[src/rtl/axis_sample_packer.sv]
// axis_sample_packer: packs RATIO narrow AXI-stream samples into one wide
// registered AXI-stream word. Lane 0 (the first sample of a word) sits in the
// least-significant bits.
//
// Optional feature macro: AXIS_SAMPLE_PACKER_TLAST_EN
//   When defined, s_axis_tlast / m_axis_tlast are added. A sample accepted
//   with tlast closes the word early; the unfilled upper lanes read as zero.
module axis_sample_packer #(
  parameter int SAMPLE_WIDTH = 12,
  parameter int RATIO        = 6,
  parameter int DATA_WIDTH   = 72
) (
  input  logic                    clk,
  input  logic                    rst_n,
  input  logic                    s_axis_tvalid,
  output logic                    s_axis_tready,
  input  logic [SAMPLE_WIDTH-1:0] s_axis_tdata,
`ifdef AXIS_SAMPLE_PACKER_TLAST_EN
  input  logic                    s_axis_tlast,
`endif
  output logic                    m_axis_tvalid,
  input  logic                    m_axis_tready,
`ifdef AXIS_SAMPLE_PACKER_TLAST_EN
  output logic                    m_axis_tlast,
`endif
  output logic [DATA_WIDTH-1:0]   m_axis_tdata
);

  localparam int LANE_W = (RATIO > 1) ? $clog2(RATIO) : 1;
  localparam logic [LANE_W-1:0] LAST_LANE = LANE_W'(RATIO - 1);

  // Geometry checks: the packed word must exactly hold RATIO samples.
  generate
    if (RATIO < 2) begin : g_bad_ratio
      $error("axis_sample_packer: RATIO must be >= 2");
    end
    if (DATA_WIDTH != SAMPLE_WIDTH * RATIO) begin : g_bad_width
      $error("axis_sample_packer: DATA_WIDTH must equal SAMPLE_WIDTH*RATIO");
    end
  endgenerate

  // State: lane counter, RATIO-1 accumulator lanes, output register + valid.
  logic [LANE_W-1:0]                   lane_q, lane_d;
  logic [RATIO-2:0][SAMPLE_WIDTH-1:0]  acc_q, acc_d;
  logic [DATA_WIDTH-1:0]               out_data_q, out_data_d;
  logic                                out_valid_q, out_valid_d;

  logic [RATIO-1:0][SAMPLE_WIDTH-1:0]  word;
  logic                                in_last;
  logic                                slot_free;
  logic                                accept;
  logic                                complete;

`ifdef AXIS_SAMPLE_PACKER_TLAST_EN
  logic out_last_q, out_last_d;
  assign in_last      = s_axis_tlast;
  assign m_axis_tlast = out_last_q;
`else
  assign in_last = 1'b0;
`endif

  // The output slot can take a new word if it is empty or draining this cycle.
  assign slot_free = ~out_valid_q | m_axis_tready;

  // Only a word-completing sample needs the output slot; every other lane is
  // always accepted, even while the downstream FIFO is full.
  assign s_axis_tready = ((lane_q != LAST_LANE) & ~in_last) | slot_free;
  assign accept        = s_axis_tvalid & s_axis_tready;
  assign complete      = accept & ((lane_q == LAST_LANE) | in_last);

  assign m_axis_tvalid = out_valid_q;
  assign m_axis_tdata  = out_data_q;

  // Assemble the completed word: filled lanes from the accumulator, the
  // current sample in its lane, anything above it zero (early tlast case).
  always_comb begin
    word = '0;
    for (int i = 0; i < RATIO - 1; i++) begin
      if (LANE_W'(i) < lane_q) begin
        word[i] = acc_q[i];
      end
    end
    for (int i = 0; i < RATIO; i++) begin
      if (lane_q == LANE_W'(i)) begin
        word[i] = s_axis_tdata;
      end
    end
  end

  // Next-state for the lane counter and accumulator lanes.
  always_comb begin
    lane_d = lane_q;
    acc_d  = acc_q;
    if (accept) begin
      lane_d = complete ? '0 : lane_q + LANE_W'(1);
      for (int i = 0; i < RATIO - 1; i++) begin
        if (lane_q == LANE_W'(i)) begin
          acc_d[i] = s_axis_tdata;
        end
      end
    end
  end

  // Next-state for the output register: load wins over drain, data held
  // stable while stalled.
  always_comb begin
    out_valid_d = out_valid_q;
    out_data_d  = out_data_q;
    if (complete) begin
      out_valid_d = 1'b1;
      out_data_d  = word;
    end else if (m_axis_tready) begin
      out_valid_d = 1'b0;
    end
  end

`ifdef AXIS_SAMPLE_PACKER_TLAST_EN
  // Next-state for the output tlast flag, tied to the word it travels with.
  always_comb begin
    out_last_d = out_last_q;
    if (complete) begin
      out_last_d = s_axis_tlast;
    end
  end

  // Output tlast register.
  always_ff @(posedge clk or negedge rst_n) begin
    if (!rst_n) begin
      out_last_q <= 1'b0;
    end else begin
      out_last_q <= out_last_d;
    end
  end
`endif

  // Packer state registers; reset discards any partial word.
  always_ff @(posedge clk or negedge rst_n) begin
    if (!rst_n) begin
      lane_q      <= '0;
      acc_q       <= '0;
      out_valid_q <= 1'b0;
      out_data_q  <= '0;
    end else begin
      lane_q      <= lane_d;
      acc_q       <= acc_d;
      out_valid_q <= out_valid_d;
      out_data_q  <= out_data_d;
    end
  end

endmodule

[config.mk]
export PLATFORM = sky130hd
export DESIGN_NAME = axis_sample_packer
export DESIGN_NICKNAME = d
export VERILOG_FILES = /design/src/rtl/axis_sample_packer.sv
export SDC_FILE = /design/constraint.sdc
export NUM_CORES = 1
export LEC_CHECK = 0
export BUFFER_PORTS_ARGS = -buffer_cell sky130_fd_sc_hd__buf_4
export CAP_MARGIN = 20
export CORE_UTILIZATION = 56
export CTS_CLUSTER_SIZE = 25
export DETAILED_ROUTE_END_ITERATION = 10
export GPL_TIMING_DRIVEN = 0
export PLACE_DENSITY = 0.81
export SETUP_SLACK_MARGIN = 0.15
export SLEW_MARGIN = 15
export SYNTH_ARGS = -nofsm -noshare
export SYNTH_HDL_FRONTEND = slang
export SYNTH_SLANG_ARGS = --single-unit
[constraint.sdc]
create_clock -name clk -period 2.4 [get_ports clk]
set_input_delay 0.24 -clock clk [delete_from_list [all_inputs] [get_ports clk]]
set_output_delay 0.24 -clock clk [all_outputs]
set_load 0.02 [all_outputs]
==> results of run 1 <==
## tightest hold or removal path, stage by stage
cell	delay, ps
buf_4	80
nand2b_1	200
nand2_1	70
## path summary, 6_finish.rpt
kind                            slack, ps               end           from
worst max register to register        250  m_axis_tdata[58]      lane_q[1]
min in group asynchronous             320         acc_q[30]          rst_n
max in group asynchronous            1350  m_axis_tdata[43]          rst_n
worst min register to register        500         acc_q[17]      acc_q[17]
worst min-delay path                   90     m_axis_tvalid  m_axis_tready
worst max-delay path                  250  m_axis_tdata[58]      lane_q[1]
## cell families after synthesis
group           Yosys count
flops                   136
mux                     133
compound gates           55
buf+inv                  39
simple gates             31
fa+ha+maj                 4
## per-layer routing
layer / up-vias / share of wire
met4: 0 / 0.024
met1: 1885 / 0.41
li1: 1612 / -
met5: - / 0
met3: 27 / 0.067
met2: 126 / 0.50
## area by class of cell
type / count / area [um2]
sequential: 136 / 3400
clock inverter: 14 / 139
inverter: 2 / 7.51
buffer: 35 / 203
timing repair buffer: 78 / 612
fill: 685 / 2750
tap: 133 / 166
multi-input combinational: 223 / 2110
clock buffer: 18 / 428
## repair_timing
item | 4_1_cts | 5_1_grt
hold buffers | 1 | 0
pin swaps | 0 | 0
gates resized for setup | 2 | 7
endpoints found under the hold margin | 85 | 0
buffers inserted | 0 | 0
setup endpoints to repair | 81 | 71
## report_power, final
| part | switching (mW) | internal [mW] | total [mW] |
|---|---|---|---|
| Clock | 1.05 | 1.42 | 2.48 |
| Sequential | 0.595 | 3.38 | 3.97 |
| Combinational | 1.95 | 2.01 | 3.97 |
| Total | 3.60 | 6.82 | 10.4 |
## state kept, by name (all words and copies together) (netlist names)
register and flops:
lane_q 3, m_axis_tdata 72, m_axis_tvalid 1, acc_q 60
## synth_stat cells
library cell / count
dfrtp_1: 136
mux2_2: 131
o21ai_0: 26
nand2_1: 17
a22o_1: 13
clkbuf_1: 13
a32o_1: 12
buf_2: 11
a21oi_1: 4
buf_1: 4
buf_4: 4
buf_6: 4
ha_1: 4
and2_1: 2
inv_1: 2
mux2_1: 2
nand3_1: 2
nor2b_1: 2
and2b_1: 1
and3b_1: 1
clkbuf_2: 1
nand2b_1: 1
nand3_2: 1
nand4_2: 1
nor2_2: 1
or2_1: 1
or2_4: 1
## through the flow
step                hold slack, ps  setup TNS (ps)  cells  instance area [um2]   util
floorplan                    -55.6               0    398                 5710      -
global placement               462               0    607                 6440  0.656
detailed placement             359           -79.3    608                 6470  0.659
CTS                           61.7               0    640                 7050  0.718
global route                   108               0    639                 7070  0.720
finish                        90.3               0    639                 7070  0.720
==> results.ini, run 1 <==
[drt]
wire_per_inst_um=19.7
dr.pass1.iters=4
viasPerCell=5.71
drt-initial-drc-count=158
drtAntennaViolNets=0
vias=3650
routed_wl_mm=12.6
drc=0

[cells_and_area]
antenna_cells=0
layout_commonest_cell=dfrtp_1
final_cell_mix=dfrtp_1 (135), mux2_2 (131), buf_4 (79)
area_growth_pct=23.9
layout.nets=513
layout-drive-gt1-share=0.528

[timing]
skew_ps=11.0
hold_viol=0
fin_ws_ps=246
max_slew_margin=0.468
tightest_slew_ps=798
rsz0062_at_grt=false
fmax_ghz=0.464
setup_viol=0
period_needed_ps=2150
slew_viol_final=0
period_share=0.898

[synth]
netlist_instances=398
synth.distinct_cells=27
yosysTopAreaCell=dfrtp_1
syn_nets=418
avgSynthCellArea_um2=14.3
yosys-top-cells-area=dfrtp_1 (60%), mux2_2 (26%), o21ai_0 (2.3%), a32o_1 (2.1%), a22o_1 (2.0%)
synth_xor_area_frac=0
synthSimpleGateAreaFrac=0.0289
synth.area.mux_share=0.262
synth_area_um2=5710
yosys_warnings=0
synth_compound_area_frac=0.0673
synth-seq-cells=136
synth_top_area_share=0.596
yosys.area_share.adder=0.00877
synth-seq-area-share=0.596
synth_top_family_by_area=multiplexers

[hold_path]
hold_class=input port to flip-flop
holdPathStages=3

[grt]
use_met1=0.344
grt_util_met3=0.0624
antenna_found_initial=0
grt_start_max_net_pins=87
grt.busiest_layer=met2
overflow=0
grt_pass1_wl_mm=20.2
grt_pass1_vias=3725
grt_usage=0.266
gr-usage-met2=0.423

[clock_network]
cts-htree-levels=4
cts_sinks=136
cts_tree=yes
cts-root-buf=clkbuf_8
clk_pin_slew_ps=60
clock_path_buffers=2
clk_latency_ps=540
cts_buffers=17

[critical_path]
startpoint_type=flip-flop
cp.required_ps=2830
worst-path-stages=7
r2r_cells=7
arrival_ps=2580
endpoint_kind=flip-flop
critical_path_class=flip-flop to flip-flop
path_cells=clkbuf_4, inv_1, ha_1, and2_1, clkbuf_1, a32o_1, mux2_2
critical_path.top_delay_family=buffers and inverters
path_buf_inv=3
path_max_fanout=11
worst_path_max_delay_cell=dfrtp_2
cp_slowest_stage_delay_ps=490

[floorplanning]
die_w_um=103
die_area_um2=10600
io_pins=90
core_area_um2=9820
die_y_um=103
rows=36
start_util=0.581

[pwr]
powerDensity_nw_per_um2=1470
ir_worst_vdd_v=0.000916
leakage_nw=3.28
power_mw=10.4

[placed_design]
dpl.hpwl_mm=8.11
preCtsSetupSlack_ps=-20.2
gp_congestion=0.834
portBuffers=76

[flow_run]
cap_violations=0

[status]
status=finished clean

(Power assumes the default switching activity.)
==> run 2: changes to the inputs <==
--- a/config.mk
+++ b/config.mk
@@ -7,11 +7,11 @@
 export LEC_CHECK = 0
 export BUFFER_PORTS_ARGS = -buffer_cell sky130_fd_sc_hd__buf_4
 export CAP_MARGIN = 20
-export CORE_UTILIZATION = 56
+export CORE_UTILIZATION = 61
 export CTS_CLUSTER_SIZE = 25
 export DETAILED_ROUTE_END_ITERATION = 10
 export GPL_TIMING_DRIVEN = 0
-export PLACE_DENSITY = 0.81
+export PLACE_DENSITY = 0.87
 export SETUP_SLACK_MARGIN = 0.15
 export SLEW_MARGIN = 15
 export SYNTH_ARGS = -nofsm -noshare
==> constraint.sdc (replaced) <==
create_clock -name clk -period 2.7 [get_ports clk]
set_input_delay 0.27 -clock clk [delete_from_list [all_inputs] [get_ports clk]]
set_output_delay 0.27 -clock clk [all_outputs]
set_load 0.02 [all_outputs]
==> run 2 against run 1 <==
Compared with the run above: setup slack improved by 160 ps; combinational power fell by 10%; die area fell by 8.0%; sequential share of layout area rose by 0.34 points; total power fell by 10%; critical path type unchanged; critical endpoint is now m_axis_tdata[28]; largest cell class unchanged; highest routed layer unchanged.
==> results.ini, run 2 (synthesized netlist as in run 1, its figures left out) <==
[status]
status=finished clean

[timing]
tightest_slew_ps=641
fmax_ghz=0.436
period_needed_ps=2290
setup_viol=0
setup_tns_ps=0
hold_slack_ps=136
period_share=0.850
rsz0062_at_grt=false
max_slew_margin=0.573
fin_ws_ps=405
skew_ps=4.27
slew_viol_final=0
hold_viol=0

[cells_and_area]
area_growth_pct=22.9
layout-drive-gt1-share=0.517
layout_commonest_cell=dfrtp_1
layout.nets=514
stdcell_count=615
final_cell_mix=dfrtp_1 (136), mux2_2 (131), buf_4 (79)
final_core_util=0.789
final_area_um2=7020
largest_register_ffs=72
fill_cells=491
antenna_cells=0

[pwr]
p_sw_mw=3.20
p_sw_frac=0.343
power_mw=9.33
pwr-share-clk=0.235
internal_power_mw=6.12
powerDensity_nw_per_um2=1330
p_comb_frac=0.382
power_frac_seq=0.382
leakage_nw=3.27
ir_worst_vdd_v=0.000830

[drt]
drc=0
drt-initial-drc-count=272
dr.pass1.iters=5
drtAntennaViolNets=0
viasPerCell=6.04
routed_wl_mm=13.3
vias=3717
wire_per_inst_um=21.5

[placed_design]
dpl.hpwl_mm=8.17
gp_congestion=0.803
placedCellCount=583
portBuffers=76
preCtsSetupSlack_ps=288
place_area_um2=6440

[clock_network]
cts-root-buf=clkbuf_8
cts_sinks=136
clk_latency_ps=520
clock_path_buffers=2
post_cts_buffers=0
cts-htree-levels=4
clk_pin_slew_ps=60
cts_tree=yes
cts_buffers=17

[flow_run]
cap_violations=0

[critical_path]
cp_slowest_stage_delay_ps=540
endpoint_kind=flip-flop
arrival_ps=2690
critical_path_class=flip-flop to flip-flop
worst_path_max_delay_cell=dfrtp_1
path_max_fanout=11
path_cells=clkbuf_2, inv_1, ha_1, nand4_2, buf_2, mux2_2
startpoint_type=flip-flop
path_buf_inv=3
critical_path.top_delay_family=buffers and inverters
cp.required_ps=3100

[hold_path]
hold_class=input port to flip-flop

[grt]
grt_pass1_wl_mm=21.3
grt_pass1_vias=4011
grt_start_max_net_pins=87
antenna_found_initial=0
grt_usage=0.297
overflow=0

[floorplanning]
start_util=0.642
rows=34
die_area_um2=9750
core_area_um2=8890
die_w_um=98.7
io_pins=90
die_y_um=98.7

## run 2: cell type report
class | instances | area (um2) | share of cell area
Buffer | 36 | 196 | 0.0280
Clock buffer | 21 | 439 | 0.0626
Clock inverter | 11 | 125 | 0.0178
Inverter | 2 | 7.51 | 0.00107
Multi-Input combinational cell | 223 | 2100 | 0.299
Sequential cell | 136 | 3400 | 0.485
Tap cell | 108 | 135 | 0.0193
Timing Repair Buffer | 78 | 612 | 0.0872
## run 2: tightest hold or removal path: cells and delay by family
kind	cells	cell delay, ps
buffers and inverters	1	100
and+or+nand+nor	2	240
## run 2: worst paths after layout
path	startpoint	to	slack (ps)	depth (start not counted)
min in group asynchronous	rst_n	m_axis_tdata[7]	260	2
hold / removal	m_axis_tready	m_axis_tvalid	140	3
setup reg to reg	lane_q[1]	m_axis_tdata[28]	410	6
setup / recovery	lane_q[1]	m_axis_tdata[28]	410	6
hold reg to reg	m_axis_tdata[26]	m_axis_tdata[26]	500	1
max in group asynchronous	rst_n	m_axis_tdata[71]	1660	3
## run 2: metal layers
metal | routed length [um] | global-route usage | up-vias | share of wire
met5 | 0 | 0 | - | 0
met2 | 6710 | 0.483 | 133 | 0.51
met4 | 397 | 0.146 | 0 | 0.030
met1 | 5520 | 0.388 | 1930 | 0.42
met3 | 622 | 0.0560 | 33 | 0.047
li1 | - | - | 1621 | -
## run 2: power by group through the flow
stage	registers [mW]	clock network, mW	logic, mW
after floorplan	4.01	0	1.71
after global placement	3.47	0	3.38
after detailed placement	3.55	0	3.51
after CTS	3.56	2.20	3.58
after global routing	3.66	2.30	3.79
final	3.57	2.20	3.56
## run 2: timing repair
| action | 4_1_cts | 5_1_grt |
|---|---|---|
| setup endpoints to repair | 0 | 56 |
| gates resized for setup | 0 | 2 |
| hold endpoints to repair | 50 | 0 |
| hold buffers | 1 | 0 |
